`config.mk`:
```
export PLATFORM = sky130hd
export DESIGN_NAME = if_pc_gen_flat
export DESIGN_NICKNAME = d
export VERILOG_FILES = /design/src/rtl/if_pc_gen_if.sv /design/src/rtl/if_pc_gen.sv /design/src/flat_wrapper.sv
export SDC_FILE = /design/constraint.sdc
export NUM_CORES = 1
export LEC_CHECK = 0
export CAP_MARGIN = 10
export CORE_ASPECT_RATIO = 2
export CORE_UTILIZATION = 47
export CTS_BUF_LIST = sky130_fd_sc_hd__clkbuf_4 sky130_fd_sc_hd__clkbuf_8
export DETAILED_ROUTE_END_ITERATION = 16
export PLACE_DENSITY = 0.83
export SLEW_MARGIN = 20
export SYNTH_ARGS = -nofsm -noshare
export SYNTH_HDL_FRONTEND = slang
export SYNTH_SLANG_ARGS = --single-unit
```
`constraint.sdc`:
```
create_clock -name clk -period 2.6 [get_ports clk]
set_input_delay 0.26 -clock clk [delete_from_list [all_inputs] [get_ports clk]]
set_output_delay 0.26 -clock clk [all_outputs]
set_load 0.05 [all_outputs]
```
`src/rtl/if_pc_gen_if.sv`:
```
// Fetch-stage bus bundle: stall/redirect inputs, decode-side PC bus and instruction SRAM request.
`default_nettype none

interface if_pc_gen_if;
  logic [5:0]  stall;
  logic [32:0] br_bus;
  logic [32:0] if_to_id_bus;
  logic        inst_sram_en;
  logic [3:0]  inst_sram_wen;
  logic [31:0] inst_sram_addr;
  logic [31:0] inst_sram_wdata;

  modport master (
    input  stall, br_bus,
    output if_to_id_bus, inst_sram_en, inst_sram_wen, inst_sram_addr, inst_sram_wdata
  );

  modport slave (
    output stall, br_bus,
    input  if_to_id_bus, inst_sram_en, inst_sram_wen, inst_sram_addr, inst_sram_wdata
  );
endinterface

`default_nettype wire

```
`src/rtl/if_pc_gen.sv`:
```
// Instruction-fetch PC generator: owns the fetch PC, drives the instruction SRAM,
// and buffers decode redirects that land while the stage is stalled.
`default_nettype none

module if_pc_gen #(
  parameter logic [31:0] RESET_PC = 32'hBFC0_0000,
  parameter logic [31:0] PC_STEP  = 32'd4
) (
  input  logic         clk,
  input  logic         rst,
  if_pc_gen_if.master  bus
);

  typedef enum logic [0:0] {
    S_BOOT  = 1'b0,
    S_FETCH = 1'b1
  } state_t;

  state_t      state;
  logic [31:0] pc_r;
  logic        ce_r;
  logic        br_pend;
  logic [31:0] br_pend_addr;

  logic        stop;
  logic        br_e;
  logic [31:0] br_addr;
  logic [31:0] next_pc;
  logic        unused_stall;

  assign stop            = bus.stall[0];
  assign {br_e, br_addr} = bus.br_bus;
  assign unused_stall    = ^bus.stall[5:1];

  // A live redirect beats a buffered one; the buffered one beats sequential flow.
  always_comb begin
    next_pc = pc_r + PC_STEP;
    if (br_e) begin
      next_pc = br_addr;
    end else if (br_pend) begin
      next_pc = br_pend_addr;
    end
  end

  always_ff @(posedge clk or negedge rst) begin
    if (!rst) begin
      pc_r         <= RESET_PC - PC_STEP;
      ce_r         <= 1'b0;
      state        <= S_BOOT;
      br_pend      <= 1'b0;
      br_pend_addr <= 32'd0;
    end else begin
      case (state)
        S_BOOT: begin
          if (!stop) begin
            pc_r  <= RESET_PC;
            ce_r  <= 1'b1;
            state <= S_FETCH;
          end else begin
            ce_r  <= 1'b0;
          end
        end
        S_FETCH: begin
          if (!stop) begin
            pc_r    <= next_pc;
            br_pend <= 1'b0;
          end else if (br_e) begin
            // Latest redirect during a stall overwrites any earlier one.
            br_pend      <= 1'b1;
            br_pend_addr <= br_addr;
          end
        end
        default: begin
          state <= S_BOOT;
          ce_r  <= 1'b0;
        end
      endcase
    end
  end

  assign bus.if_to_id_bus    = {ce_r, pc_r};
  assign bus.inst_sram_en    = ce_r;
  assign bus.inst_sram_addr  = pc_r;
  assign bus.inst_sram_wen   = 4'b0;
  assign bus.inst_sram_wdata = 32'b0;

endmodule

`default_nettype wire

```
`src/flat_wrapper.sv`:
```
// flat-port wrapper written by rule: the top's interface ports become plain ports
module if_pc_gen_flat 
#(
  parameter logic [31:0] RESET_PC = 32'hBFC0_0000,
  parameter logic [31:0] PC_STEP  = 32'd4
)
  (clk, rst, bus_stall, bus_br_bus, bus_if_to_id_bus, bus_inst_sram_en, bus_inst_sram_wen, bus_inst_sram_addr, bus_inst_sram_wdata);
  if_pc_gen_if bus_i ();
  input  logic clk;
  input  logic rst;
  input wire logic [$bits(bus_i.stall)-1:0] bus_stall;
  input wire logic [$bits(bus_i.br_bus)-1:0] bus_br_bus;
  output wire logic [$bits(bus_i.if_to_id_bus)-1:0] bus_if_to_id_bus;
  output wire logic [$bits(bus_i.inst_sram_en)-1:0] bus_inst_sram_en;
  output wire logic [$bits(bus_i.inst_sram_wen)-1:0] bus_inst_sram_wen;
  output wire logic [$bits(bus_i.inst_sram_addr)-1:0] bus_inst_sram_addr;
  output wire logic [$bits(bus_i.inst_sram_wdata)-1:0] bus_inst_sram_wdata;
  assign bus_i.stall = bus_stall;
  assign bus_i.br_bus = bus_br_bus;
  assign bus_if_to_id_bus = bus_i.if_to_id_bus;
  assign bus_inst_sram_en = bus_i.inst_sram_en;
  assign bus_inst_sram_wen = bus_i.inst_sram_wen;
  assign bus_inst_sram_addr = bus_i.inst_sram_addr;
  assign bus_inst_sram_wdata = bus_i.inst_sram_wdata;
  if_pc_gen #(.RESET_PC(RESET_PC), .PC_STEP(PC_STEP)) u_core (.clk(clk), .rst(rst), .bus(bus_i));
endmodule
```
==> flow_metrics.env, run 1 <==
export IMPL_grt_use_total=0.269
export IMPL_layout_common_cells="clkdlybuf4s50_1, dfrtp_1, o21ai_0, conb_1, mux2_2"
export IMPL_setup_viol=0
export IMPL_layout_drive_gt1_share=0.201
export IMPL_cts_tree="built"
export IMPL_die_x_um=68.4
export IMPL_clock_latency_ns=0.36
export IMPL_antenna_cells=0
export IMPL_hold_viol=0
export IMPL_synth_area_leaders="dfrtp_1, dfstp_2, buf_4"
export IMPL_maxCapViolations=0
export IMPL_cts_max_level=3
export IMPL_rsz0062_at_grt="false"
export IMPL_area_growth_synth_to_final_pct=23.5
export IMPL_clock_sinks=67
export IMPL_core_area_um2=8590
export IMPL_start_kind="flip-flop"
export IMPL_fmax_ghz=0.421
export IMPL_synth_area_per_cell_um2=9.56
export IMPL_ys_seq_area_frac=0.412
export IMPL_ys_types=55
export IMPL_end_kind="flip-flop"
export IMPL_first_global_vias=3667
export IMPL_cts_buffers=9
export IMPL_synthCells=434
export IMPL_synth_top_area_frac=0.235
export IMPL_dp_hpwl_mm=8.26
export IMPL_synth_top_area_cell="dfrtp_1"
export IMPL_wl_per_cell_um=18.6
export IMPL_ys_flop_type="dfrtp_1"
export IMPL_fp_dieH_um=135
export IMPL_crit_path_max_fanout=6
export IMPL_ant_nets=0
export IMPL_path_class="reg -> reg"
export IMPL_p_per_area_nw_per_um2=749
export IMPL_synth_edf_count=0
export IMPL_cts_root_buf="clkbuf_8"
export IMPL_vias=3643
export IMPL_async_flop_share=1.00
export IMPL_fin_nets=550
export IMPL_outcome="complete, no violations"
export IMPL_viasPerCell=5.94
export IMPL_min_period_over_period=0.914
export IMPL_tightestPinTransition_ns=1.03
export IMPL_drc=0
export IMPL_ios=143
export IMPL_clkTransAtPathRegs_ns=0.07
export IMPL_finalSetupTns_ns=0
export IMPL_final_max_slew_viol_count=0
export IMPL_drt_iter0_markers=236
export IMPL_slew_headroom=0.315
export IMPL_pre_cts_ws_ns=0.233
export IMPL_overflow=0
export IMPL_slowest_delay_ns=0.58
export IMPL_placementRows=48
export IMPL_die_area_um2=9230
export IMPL_ys_seq_elements=67
export IMPL_worst_slack_ns=0.223
export IMPL_portBuffers=101
export IMPL_wl_mm=11.4
export IMPL_netlist_area_um2=4150
export IMPL_path_cells="ha_1 > and3_1 > nand3_2 > or4_4 > or4_1 > nand3_1"
export IMPL_leakagePower_nw=2.08
export IMPL_arrival_ns=2.68
export IMPL_cts_buffer_depth=2
export IMPL_slowest_stage="dfstp_2"
export IMPL_ir_drop_mv=0.664
export IMPL_crit_required_ns=2.90
export IMPL_yosysWarnings=0
export IMPL_post_cts_buffers=0
export IMPL_holdCritPathClass="in -> async"
export IMPL_fin_crit_ns=2.38
export IMPL_r2r_cells=6
export IMPL_gp_congestion=0.890
export IMPL_grt_max_degree=68
export IMPL_initial_utilization=0.483
export IMPL_grt_pass1_wl_mm=18.0
export IMPL_antenna_found_initial=0
export IMPL_drt_pass1_iter_count=5
export IMPL_final_common_cell="clkdlybuf4s50_1"
export IMPL_fin_worst_skew_ns=0.00865
==> cell families after synthesis <==
| family | after synthesis | share of synthesized area |
|---|---|---|
| XOR/XNOR | 2 | 0.00422 |
| other | 1 | 0.000904 |
| buffers and inverters | 104 | 0.159 |
| multiplexers | 33 | 0.0892 |
| AND/OR/NAND/NOR | 104 | 0.131 |
| adder cells (fa/ha/maj) | 1 | 0.00301 |
| AO/OA/AOI/OAI | 122 | 0.201 |
| flip-flops | 67 | 0.412 |
==> power breakdown <==
part	switching [mW]	internal, mW	total (mW)
sequential	0.198	1.26	1.46
clock	0.398	0.400	0.798
combinational	1.05	0.531	1.58
==> critical path: cells and delay by family (launching register included) <==
family	cells	cell delay [ns]
adders and majority gates	1	0.21
DFF	1	0.58
and+or+nand+nor	5	1.52
==> layer usage <==
| layer | up-vias | global-route usage | part of all wire |
|---|---|---|---|
| met5 | - | 0 | 0 |
| met4 | 0 | 0.175 | 0.035 |
| met3 | 26 | 0.0515 | 0.059 |
| met2 | 181 | 0.441 | 0.54 |
| met1 | 1800 | 0.304 | 0.37 |
| li1 | 1636 | - | - |
==> final timing paths <==
kind,start,to,slack [ns]
max in group asynchronous,rst,u_core.bus.inst_sram_addr[17]$_DFFE_PN1P_,1.81
max,u_core.bus.inst_sram_addr[2]$_DFFE_PN1P_,u_core.bus.inst_sram_addr[30]$_DFFE_PN0P_,0.22
max reg2reg,u_core.bus.inst_sram_addr[2]$_DFFE_PN1P_,u_core.bus.inst_sram_addr[30]$_DFFE_PN0P_,0.22
min in group clk,u_core.br_pend_addr[17]$_DFFE_PN0P_,u_core.br_pend_addr[17]$_DFFE_PN0P_,0.51
min,rst,u_core.br_pend_addr[2]$_DFFE_PN0P_,0.44
min reg2reg,u_core.br_pend_addr[17]$_DFFE_PN0P_,u_core.br_pend_addr[17]$_DFFE_PN0P_,0.51
==> cells in the mapped netlist, types with 5 or more instances <==
cell and n:
a21o_1 5, a221oi_1 8, nand3_1 14, nand2_1 20
clkbuf_1 16, nor2_1 29, mux2_2 32, o21ai_0 37
a21oi_1 16, o22ai_1 8, dfrtp_1 39, nand4_1 10
dfstp_2 28, o221ai_1 7, nor3_1 8, inv_1 13
a22o_1 9, buf_4 69
==> state kept, by name, indices dropped and copies added, names as in the netlist <==
| name | cells |
|---|---|
| u_core.state | 1 |
| u_core.bus.inst_sram_en | 1 |
| u_core.bus.inst_sram_addr | 32 |
| u_core.br_pend | 1 |
| u_core.br_pend_addr | 32 |
==> repair_timing <==
action                    in CTS  in global routing
resized for setup              0                  0
hold buffers                   1                  0
hold endpoints to repair      39                  0
==> metrics by stage <==
step	hold WS, ns	instances	power [mW]	util	area [um^2]
final	0.436	613	3.84	0.597	5120
after global routing	0.474	613	4.00	0.597	5120
after CTS	0.456	613	3.84	0.597	5120
after detailed placement	0.303	596	3.05	0.575	4940
after global placement	0.302	596	3.01	0.575	4940
after floorplan	-0.0356	469	2.65	-	4280
==> cell type report <==
type / instances / area, um^2
fill: 745 / 3460
multi-input combinational: 298 / 1910
sequential: 67 / 1710
timing repair buffer: 118 / 1150
clock buffer: 13 / 160
tap: 100 / 125
inverter: 14 / 52.6
clock inverter: 3 / 15.0
Note: power is estimated with default switching activity, not from simulation.
==> run 2, diff against run 1 <==
- CORE_MARGIN: not set -> 5
==> run 2 against run 1 <==
Effect of this change:
- via count is 0.82% higher
- non-clock buffer count is 1 lower
- utilization is 0.32 points higher
- critical endpoint unchanged
- register-to-register slack worse by 0.03 ns
- routed wire length is 1.3% higher
- critical path type unchanged
- global-route usage is 6.1 points lower
- first-iteration DRC count is 7.6% higher
- worst hold slack worse by 0.12 ns
- largest power group unchanged
- die area is 18% higher
==> flow_metrics.env, run 2 (synthesis gave the netlist of run 1 again) <==
export IMPL_drt_pass1_iter_count=7
export IMPL_final_common_cell="clkdlybuf4s50_1"
export IMPL_layout_common_cells="clkdlybuf4s50_1, dfrtp_1, o21ai_0, conb_1, mux2_2"
export IMPL_crit_path_max_fanout=6
export IMPL_drt_iter0_markers=254
export IMPL_antenna_cells=0
export IMPL_cts_root_buf="clkbuf_8"
export IMPL_rsz0062_at_grt="false"
export IMPL_antenna_found_initial=0
export IMPL_drc=0
export IMPL_pre_cts_ws_ns=0.195
export IMPL_grt_max_degree=32
export IMPL_p_per_area_nw_per_um2=789
export IMPL_leakagePower_nw=2.10
export IMPL_stdcell_area_um2=5190
export IMPL_initial_utilization=0.480
export IMPL_worst_slack_ns=0.193
export IMPL_fin_worst_skew_ns=0.0141
export IMPL_dp_hpwl_mm=8.76
export IMPL_fmax_ghz=0.415
export IMPL_arrival_ns=2.70
export IMPL_placementRows=48
export IMPL_end_kind="flip-flop"
export IMPL_setup_viol=0
export IMPL_wl_per_cell_um=18.9
export IMPL_clock_sinks=67
export IMPL_post_cts_buffers=0
export IMPL_path_class="reg -> reg"
export IMPL_slew_headroom=0.410
export IMPL_slowest_stage="or4_4"
export IMPL_clkTransAtPathRegs_ns=0.08
export IMPL_ant_nets=0
export IMPL_crit_required_ns=2.90
export IMPL_first_global_vias=3670
export IMPL_fin_crit_ns=2.41
export IMPL_ir_drop_mv=0.651
export IMPL_die_x_um=76.4
export IMPL_min_period_over_period=0.926
export IMPL_multi_input_area_um2=1910
export IMPL_cts_buffers=9
export IMPL_portBuffers=101
export IMPL_hold_viol=0
export IMPL_core_area_um2=8650
export IMPL_outcome="complete, no violations"
export IMPL_cts_tree="built"
export IMPL_grt_use_total=0.207
export IMPL_maxCapViolations=0
export IMPL_die_area_um2=10900
export IMPL_gp_congestion=0.865
export IMPL_holdCritPathClass="in -> async"
export IMPL_finalSetupTns_ns=0
export IMPL_seq_area_um2=1710
export IMPL_grt_pass1_wl_mm=18.1
export IMPL_placed_area_um2=4930
export IMPL_tightestPinTransition_ns=0.883
export IMPL_overflow=0
export IMPL_vias=3673
export IMPL_start_kind="flip-flop"
export IMPL_cts_buffer_depth=2
export IMPL_ios=143
export IMPL_fillers=749
export IMPL_viasPerCell=6.00
export IMPL_cts_max_level=3
export IMPL_slowest_delay_ns=0.59
export IMPL_wl_mm=11.6
export IMPL_final_max_slew_viol_count=0
export IMPL_area_growth_synth_to_final_pct=25.0
export IMPL_fp_dieH_um=143
export IMPL_fin_nets=549
export IMPL_clock_latency_ns=0.36
export IMPL_fin_util=0.600
export IMPL_path_cells="ha_1 > and3_1 > nand3_2 > or4_4 > or4_1 > nand3_1"
export IMPL_layout_drive_gt1_share=0.199
run 2: critical path, delay by kind of cell (launching register included):
| family | cells | cell delay [ns] |
|---|---|---|
| flops | 1 | 0.57 |
| fa+ha+maj | 1 | 0.21 |
| simple gates | 5 | 1.56 |
run 2: power by group:
| part | internal [mW] | switching [mW] | leakage (nW) | total [mW] |
|---|---|---|---|---|
| Sequential | 1.26 | 0.189 | 0.750 | 1.45 |
| Combinational | 0.531 | 1.06 | 1.22 | 1.59 |
| Clock | 0.645 | 0.404 | 0.122 | 1.05 |
| Total | 2.44 | 1.65 | 2.10 | 4.09 |
run 2: worst paths after layout:
kind | startpoint | end | slack, ns | cells past startpoint
setup / recovery | u_core.bus.inst_sram_addr[2]$_DFFE_PN1P_ | u_core.bus.inst_sram_addr[30]$_DFFE_PN0P_ | 0.19 | 6
hold / removal | rst | u_core.br_pend_addr[4]$_DFFE_PN0P_ | 0.32 | 2
setup reg to reg | u_core.bus.inst_sram_addr[2]$_DFFE_PN1P_ | u_core.bus.inst_sram_addr[30]$_DFFE_PN0P_ | 0.19 | 6
hold reg to reg | u_core.br_pend_addr[13]$_DFFE_PN0P_ | u_core.br_pend_addr[13]$_DFFE_PN0P_ | 0.51 | 1
max in group asynchronous | rst | u_core.bus.inst_sram_addr[31]$_DFFE_PN1P_ | 1.53 | 3
min in group clk | u_core.br_pend_addr[13]$_DFFE_PN0P_ | u_core.br_pend_addr[13]$_DFFE_PN0P_ | 0.51 | 1
run 2: layout make-up:
cell class | instances | share of cell area
Multi-Input combinational cell | 298 | 0.368
Clock inverter | 3 | 0.0130
Clock buffer | 13 | 0.0345
Inverter | 14 | 0.0101
Timing Repair Buffer | 117 | 0.220
Sequential cell | 67 | 0.330
Tap cell | 100 | 0.0241
run 2: per-stage QoR:
| step | instances | power (mW) | hold slack (ns) |
|---|---|---|---|
| final | 612 | 4.09 | 0.319 |
| after global routing | 612 | 4.24 | 0.361 |
| after CTS | 612 | 4.10 | 0.325 |
| after detailed placement | 595 | 3.05 | 0.165 |
| after global placement | 595 | 3.01 | 0.162 |
| after floorplan | 469 | 2.65 | -0.0356 |
run 2: layer usage:
layer | global-route usage | up-vias | part of all wire
li1 | - | 1640 | -
met1 | 0.216 | 1775 | 0.35
met2 | 0.360 | 213 | 0.52
met3 | 0.0467 | 45 | 0.075
met4 | 0.152 | 0 | 0.059
met5 | 0 | - | 0
run 2: repair_timing:
item                                   in CTS  in global routing
hold buffers                                1                  0
resized for setup                           0                  0
endpoints found under the hold margin       6                  0
